`src/rtl/fetch_pkg.sv`:
```
// Shared types and constants for the instruction-fetch sequencer.
package fetch_pkg;

  typedef enum logic [1:0] {
    IDLE  = 2'd0,
    RUN   = 2'd1,
    HALT  = 2'd2,
    FAULT = 2'd3
  } fetch_state_t;

  localparam logic [31:0] RESET_PC_DEFAULT = 32'h0100_0000;
  localparam int          INSTR_BYTES      = 4;

endpackage

```
`src/rtl/fetch_perf_cnt.sv`:
```
// Saturating 32-bit event counter used by the optional fetch performance counters.
module fetch_perf_cnt (
  input  logic        clk,
  input  logic        rst,
  input  logic        inc,
  output logic [31:0] count
);

  // Counter sticks at all-ones instead of wrapping, so a long run never reads as a short one.
  always_ff @(posedge clk or negedge rst) begin
    if (!rst) begin
      count <= '0;
    end else if (inc && (count != 32'hFFFF_FFFF)) begin
      count <= count + 32'd1;
    end
  end

endmodule

```
`src/rtl/fetch_ctrl.sv`:
```
// Instruction-fetch sequencer for a 1-cycle-latency ROM: owns the PC, handles redirects/halt/fault.
// Optional performance counters are built when FETCH_PERF_CNT_EN is defined.
module fetch_ctrl
  import fetch_pkg::*;
#(
  parameter int              XLEN     = 32,
  parameter logic [XLEN-1:0] RESET_PC = XLEN'(RESET_PC_DEFAULT)
) (
  input  logic            clk,
  input  logic            rst,
  input  logic            start,
  input  logic            halt_req,
  input  logic            redirect_valid,
  input  logic [XLEN-1:0] redirect_pc,
  output logic            rom_rd,
  output logic [XLEN-1:0] rom_addr,
  input  logic [XLEN-1:0] rom_rdata,
  output logic            instr_valid,
  input  logic            instr_ready,
  output logic [XLEN-1:0] instr,
  output logic [XLEN-1:0] instr_pc,
  output logic            halted,
  output logic            fault
`ifdef FETCH_PERF_CNT_EN
  ,
  output logic [31:0]     perf_fetched,
  output logic [31:0]     perf_stall,
  output logic [31:0]     perf_squash
`endif
);

  fetch_state_t    state_q, state_d;
  logic [XLEN-1:0] pc_q;
  logic [XLEN-1:0] pend_pc;
  logic            pend;
  logic            misaligned;
  logic            issue;

  assign misaligned = redirect_valid && (redirect_pc[1:0] != 2'b00);

  // A new fetch may go out when the previous one is consumed, squashed by a redirect, or absent.
  always_comb begin
    issue       = 1'b0;
    rom_addr    = redirect_valid ? redirect_pc : pc_q;
    instr_valid = pend && !redirect_valid && (state_q != FAULT);
    state_d     = state_q;

    if ((state_q == RUN) && !halt_req && !misaligned &&
        (!pend || instr_ready || redirect_valid)) begin
      issue = 1'b1;
    end

    case (state_q)
      IDLE:    if (start)     state_d = RUN;
      RUN:     if (halt_req)  state_d = HALT;
      HALT:    if (!halt_req) state_d = RUN;
      FAULT:   state_d = FAULT;
      default: state_d = IDLE;
    endcase

    if (misaligned) begin
      state_d = FAULT;
    end
  end

  assign rom_rd   = issue;
  assign instr    = rom_rdata;
  assign instr_pc = pend_pc;
  assign halted   = (state_q == HALT) && !pend;
  assign fault    = (state_q == FAULT);

  // An aligned redirect that cannot issue still retargets the PC and drops the pending instr.
  always_ff @(posedge clk or negedge rst) begin
    if (!rst) begin
      state_q <= IDLE;
      pc_q    <= RESET_PC;
      pend    <= 1'b0;
      pend_pc <= '0;
    end else begin
      state_q <= state_d;
      if (misaligned) begin
        pend <= 1'b0;
      end else if (issue) begin
        pc_q    <= rom_addr + XLEN'(INSTR_BYTES);
        pend    <= 1'b1;
        pend_pc <= rom_addr;
      end else if (redirect_valid) begin
        pc_q <= redirect_pc;
        pend <= 1'b0;
      end else if (instr_valid && instr_ready) begin
        pend <= 1'b0;
      end
    end
  end

`ifdef FETCH_PERF_CNT_EN
  fetch_perf_cnt u_cnt_fetched (
    .clk   (clk),
    .rst   (rst),
    .inc   (instr_valid && instr_ready),
    .count (perf_fetched)
  );

  fetch_perf_cnt u_cnt_stall (
    .clk   (clk),
    .rst   (rst),
    .inc   (instr_valid && !instr_ready),
    .count (perf_stall)
  );

  fetch_perf_cnt u_cnt_squash (
    .clk   (clk),
    .rst   (rst),
    .inc   (redirect_valid && pend),
    .count (perf_squash)
  );
`endif

endmodule

```
`config.mk`:
```
export PLATFORM = sky130hd
export DESIGN_NAME = fetch_ctrl
export DESIGN_NICKNAME = d
export VERILOG_FILES = /design/src/rtl/fetch_pkg.sv /design/src/rtl/fetch_perf_cnt.sv /design/src/rtl/fetch_ctrl.sv
export SDC_FILE = /design/constraint.sdc
export NUM_CORES = 1
export LEC_CHECK = 0
export ABC_AREA = 1
export CORE_MARGIN = 2
export CORE_UTILIZATION = 40
export DETAILED_ROUTE_END_ITERATION = 8
export PLACE_DENSITY = 0.78
export REMOVE_ABC_BUFFERS = 1
export SLEW_MARGIN = 20
export SYNTH_ARGS = -nofsm -noshare
export SYNTH_HDL_FRONTEND = slang
export SYNTH_SLANG_ARGS = --single-unit
```
`constraint.sdc`:
```
create_clock -name clk -period 1.76 [get_ports clk]
set_clock_uncertainty 0.2 [all_clocks]
set_input_delay 0.352 -clock clk [delete_from_list [all_inputs] [get_ports clk]]
set_output_delay 0.352 -clock clk [all_outputs]
set_load 0.02 [all_outputs]
```
==> flow_summary.json, run 1 <==
{
  "io_buffers": 105,
  "num_vias": 4972,
  "insertion_delay_ns": 0.36,
  "synth_area_leader_cell": "dfrtp_1",
  "clockBufferDepth": 2,
  "place_worst_setup_slack_ns": -0.689,
  "n_fill_cell": 760,
  "cp-endpoint": "rom_rd",
  "die_h_um": 108,
  "yosys_warnings": 0,
  "synthToLayoutAreaGrowth_pct": 64.5,
  "regToRegSetupSlack_ns": -0.20,
  "n_antenna_cell": 0,
  "synth.top_cells.by_count": "nand2_1, dfrtp_1, inv_1",
  "root_buffer": "clkbuf_8",
  "p_switching_mw": 2.75,
  "synth_top_area_share_pct": 38.5,
  "antenna_found_initial": 0,
  "period_needed_ns": 1.96,
  "yosysMostFrequentCell": "nand2_1",
  "multi_input_area_mm2": 0.00254,
  "cp-end-kind": "primary output",
  "design.core.area_mm2": 0.0104,
  "fp.dieW_um": 108,
  "htree_num_levels": 3,
  "initial_utilization_pct": 41.4,
  "rsz0062_at_grt": "yes",
  "track_usage_pct": 25.8,
  "grtUsageMet1_pct": 32.4,
  "power.density_mw_per_mm2": 983,
  "clk_pin_slew_ns": 0.08,
  "clock.fmax_mhz": 511,
  "grt_pass1_vias": 4584,
  "synthTopCellsByArea": "dfrtp_1, nand2_1, buf_4",
  "startpoint_type": "flop",
  "async_flop_share_pct": 100,
  "timing.rr.start": "state_q[1]$_DFFE_PN0P_",
  "ys_types": 40,
  "hp-class": "input port to flop",
  "grt_max_degree": 25,
  "ios": 170,
  "yosysSeqAreaShare_pct": 39.1,
  "seq_power_share_pct": 32.5,
  "crit_required_ns": 1.21,
  "combPwrFrac_pct": 47.3,
  "rows": 37,
  "clkPwrFrac_pct": 20.3,
  "drive_above_1_share_pct": 44.1,
  "cts_tree": "built",
  "synthCells": 587,
  "cts_sinks": 67,
  "arrival_ns": 1.40,
  "r2r-end": "pc_q[25]$_DFFE_PN0N_",
  "synth_edf_count": 0,
  "p_leak_nw": 3.49,
  "drt_first_pass_iters": 5,
  "fin_crit_sh_pct": 111,
  "maxSlewViolCount": 0,
  "worstSetupPathType": "flop to primary output",
  "swShare_pct": 39.6,
  "wl_per_cell_um": 18.5,
  "startpoint": "state_q[1]$_DFFE_PN0P_",
  "tns_ns": -3.42,
  "globalplace.congestion": 0.880,
  "synth_area_per_cell_um2": 7.32,
  "numCtsBuffers": 9,
  "finalHoldViolCount": 0,
  "worstMarginPinSlew_ns": 0.421,
  "gr-usage-met3_pct": 10.6,
  "hpwl_um": 10900,
  "synth_seq_cells": 67,
  "ys.flop_type": "dfrtp_1",
  "crit_fanout": 2,
  "seqCellArea_mm2": 0.00168,
  "busiest_layer": "met2",
  "violations": "negative setup slack",
  "viasPerCell": 5.41,
  "use_met2_pct": 39.4,
  "wl_um": 17000,
  "grt_pass1_wl_um": 23100,
  "drtIter0Drc": 426,
  "layout_setup_ws_ns": -0.195,
  "drc": 0,
  "dieArea_mm2": 0.0116,
  "p_int_mw": 4.20,
  "finalSetupViolCount": 39,
  "final_net_count": 849,
  "status": "finished with violations",
  "final_antenna_net_count": 0,
  "slew_headroom_pct": 71.9,
  "ir_worst_vdd_uv": 509,
  "syn_area_mm2": 0.00430,
  "maxCapViolations": 0,
  "overflow": 0,
  "reg2reg_depth": 12
}
[layout by cell type, fill, tap and decap left out, types with 3 or more instances in the layout]
cell               n
o21ai_2           16
nand3_2           23
o21ai_1           13
nand4_1            8
buf_6             42
clkdlybuf4s50_1   26
nand3_4            3
buf_2             13
dlymetal6s2s_1     4
nor2_4            17
o21ai_0           34
buf_4             94
nor2_1            16
dfrtp_1           65
dlygate4sd2_1     37
inv_2              9
nand2_2           46
clkbuf_8          12
a31oi_1            4
nor2_2            13
inv_1             50
nand2_4           11
nand2_1          146
nand3_1           18
buf_12            13
o21ai_4            9
a21oi_1            6
[through the flow]
stage / utilization, % / instances / instance area (um2) / total power, mW / hold slack (ns)
after global routing: 68.2 / 919 / 7070 / 7.28 / 0.139
after detailed placement: 56.9 / 863 / 5910 / 5.21 / 0.100
after global placement: 56.9 / 863 / 5910 / 5.12 / 0.0967
after CTS: 60.4 / 889 / 6260 / 6.49 / 0.137
after floorplan: - / 532 / 3900 / 3.57 / -0.144
final: 68.2 / 919 / 7070 / 6.95 / 0.132
[critical path, cell delays in order (launching register included)]
cell	delay, ns
dfrtp_1	0.40
inv_2	0.10
nand2_4	0.07
nor2_4	0.09
nand2_2	0.08
nor2_4	0.10
buf_4	0.12
buf_6	0.10
[cell type report]
class / instances / share of cell area (%)
Inverter: 61 / 3.35
Clock buffer: 12 / 2.34
Tap cell: 136 / 2.41
Timing Repair Buffer: 234 / 31.5
Clock inverter: 4 / 0.673
Sequential cell: 67 / 23.8
Multi-Input combinational cell: 405 / 36.0
[routing by layer]
layer,part of all wire [%],wire length [um]
met3,11,1820
met4,2.8,478
met5,0.23,39
met2,48,8100
met1,39,6600
[kinds of logic (layout without fill, tap and decap cells)]
kind of cell / Yosys count / count (layout) / synth area share, %
adders and majority gates: 1 / 1 / 0.291
and+or+nand+nor: 309 / 310 / 32.6
buffers and inverters: 116 / 311 / 14.7
DFF: 67 / 67 / 39.1
xor gates and xnor gates: 2 / 2 / 0.408
AOI/OAI and AO/OA: 92 / 92 / 13.0
[timing repair]
action,in CTS,in global routing
hold buffers,1,0
pin swaps,35,76
gates cloned,0,3
setup endpoints to repair,113,73
buffers inserted,9,29
resized for setup,274,153
endpoints found under the hold margin,11,0
[registers in the layout, summed over array words and instances (netlist names)]
register  cells
pend          1
pc_q         32
state_q       2
instr_pc     32
[worst min-delay path by stage]
stage              startpoint  depth (start not counted)                       to  slack, ns
2_1_floorplan             rst                          0  instr_pc[0]$_DFFE_PN0P_      -0.14
3_3_place_gp              rst                          1  instr_pc[8]$_DFFE_PN0P_        0.1
3_5_place_dp              rst                          1  instr_pc[9]$_DFFE_PN0P_       0.10
4_1_cts        redirect_valid                          3  instr_pc[3]$_DFFE_PN0P_       0.14
5_1_grt        redirect_valid                          3  instr_pc[3]$_DFFE_PN0P_       0.14
6_report       redirect_valid                          3  instr_pc[3]$_DFFE_PN0P_       0.13
[power by group through the flow]
stage          Clock (mW)  Sequential (mW)  Combinational [mW]
2_1_floorplan           0             2.64               0.926
3_3_place_gp            0             2.24                2.88
3_5_place_dp            0             2.27                2.95
4_1_cts              1.40             2.24                2.85
5_1_grt              1.48             2.30                3.49
6_report             1.41             2.25                3.28
(Power assumes the default switching activity.)
==> inputs of run 2 (changes only) <==
- TNS_END_PERCENT: not set -> 1
==> flow_summary.json, run 2 (same netlist as run 1, synthesis figures left out) <==
{
  "globalplace.congestion": 0.880,
  "worstPathCellList": "clkdlybuf4s50_1 -> inv_1 -> nand2_1 -> o21ai_1 -> nor2_1 -> nand3_2 -> nor2_4 -> nand3_1 -> nand3_1 -> nand2_1",
  "antenna_found_initial": 0,
  "timing.rr.start": "state_q[1]$_DFFE_PN0P_",
  "final_cell_mix": "nand2_1, buf_4, dfrtp_1",
  "final_net_count": 820,
  "startpoint_type": "input port",
  "n_antenna_cell": 0,
  "period_needed_ns": 1.97,
  "n_fill_cell": 924,
  "max_stage_delay_ns": 0.47,
  "hpwl_um": 10900,
  "fp.dieW_um": 108,
  "layout.cells.non_filler": 890,
  "ios": 170,
  "insertion_delay_ns": 0.35,
  "wl_um": 14900,
  "regToRegSetupSlack_ns": -0.14,
  "crit_fanout": 4,
  "hp-class": "input port to flop",
  "clockBufferDepth": 2,
  "final_common_cell": "nand2_1",
  "maxSlewViolCount": 0,
  "dieArea_mm2": 0.0116,
  "status": "finished with violations",
  "finalSetupViolCount": 35,
  "place_area_mm2": 0.00591,
  "htree_num_levels": 3,
  "drtIter0Drc": 254,
  "clock.fmax_mhz": 508,
  "path_depth": 10,
  "drive_above_1_share_pct": 32.5,
  "worstSetupPathType": "input port to flop",
  "layout_setup_ws_ns": -0.207,
  "rows": 37,
  "place_worst_setup_slack_ns": -0.689,
  "fin_crit_sh_pct": 112,
  "io_buffers": 105,
  "num_vias": 4645,
  "ir_worst_vdd_uv": 504,
  "initial_utilization_pct": 41.4,
  "numCtsBuffers": 9,
  "critical_path.top_delay_family": "simple AND/OR/NAND/NOR gates",
  "wl_per_cell_um": 16.7,
  "arrival_ns": 2.02,
  "root_buffer": "clkbuf_8",
  "die_h_um": 108,
  "synthToLayoutAreaGrowth_pct": 47.3,
  "rsz0062_at_grt": "yes",
  "place_inst": 863,
  "cp-endpoint": "pc_q[21]$_DFFE_PN0N_",
  "grt_pass1_wl_um": 23000,
  "slew_headroom_pct": 72.4,
  "drt_first_pass_iters": 5,
  "tns_ns": -3.65,
  "whs_ns": 0.161,
  "violations": "negative setup slack",
  "grt_max_degree": 25,
  "cts_sinks": 67,
  "overflow": 0,
  "grt_pass1_vias": 4549,
  "p_leak_nw": 3.15,
  "design.core.area_mm2": 0.0104,
  "final_antenna_net_count": 0,
  "drc": 0,
  "track_usage_pct": 25.7,
  "clk_pin_slew_ns": 0.08,
  "postLayoutCoreUtil_pct": 61.0,
  "r2r-end": "pc_q[25]$_DFFE_PN0N_",
  "startpoint": "redirect_pc[12]",
  "finalInstanceArea_mm2": 0.00633,
  "crit_buf_inv": 2,
  "viasPerCell": 5.22,
  "cp-end-kind": "flop",
  "maxCapViolations": 0,
  "power.density_mw_per_mm2": 1030,
  "cts_tree": "built",
  "critical_path.slowest_cell": "clkdlybuf4s50_1",
  "crit_required_ns": 1.81,
  "power_mw": 6.50,
  "worstMarginPinSlew_ns": 0.413,
  "finalHoldViolCount": 0,
  "reg2reg_depth": 12
}
==> run 2: layout make-up <==
cell class | count | area, um2 | share of cell area [%]
sequential | 67 | 1680 | 26.5
multi-input combinational | 405 | 2190 | 34.7
clock buffer | 12 | 165 | 2.61
inverter | 61 | 231 | 3.66
tap | 136 | 170 | 2.69
timing repair buffer | 205 | 1840 | 29.1
clock inverter | 4 | 47.5 | 0.752
==> run 2: how the worst min path moves through the flow <==
| stage | start | endpoint | depth (start not counted) |
|---|---|---|---|
| finish | redirect_valid | instr_pc[3]$_DFFE_PN0P_ | 3 |
| global route | redirect_valid | instr_pc[3]$_DFFE_PN0P_ | 3 |
| CTS | redirect_valid | instr_pc[3]$_DFFE_PN0P_ | 3 |
| detailed placement | rst | instr_pc[9]$_DFFE_PN0P_ | 1 |
| global placement | rst | instr_pc[8]$_DFFE_PN0P_ | 1 |
| floorplan | rst | instr_pc[0]$_DFFE_PN0P_ | 0 |
==> run 2: metal layers <==
metal	vias to the layer above	part of all wire (%)	wire length, um	GRT usage [%]
met5	-	0.28	41	3.33
met4	2	2.1	316	9.25
met3	28	9.9	1470	11.0
met2	223	47	7060	39.4
met1	2228	40	6000	32.1
li1	2164	-	-	-
==> run 2: where the power goes <==
group          internal (mW)  switching (mW)
combinational           1.23            1.64
clock                  0.766           0.618
sequential              1.99           0.254
==> run 2: repair_timing <==
item	4_1_cts	5_1_grt
buffers inserted	4	5
cloned	0	1
endpoints found under the hold margin	11	0
hold buffers	1	0
pin swaps	20	16
resized for setup	230	58
setup endpoints to repair	113	76
==> run 2: worst min-delay path: stages <==
cell and delay (ns):
buf_4 0.15, nand2_2 0.09, a31oi_1 0.08
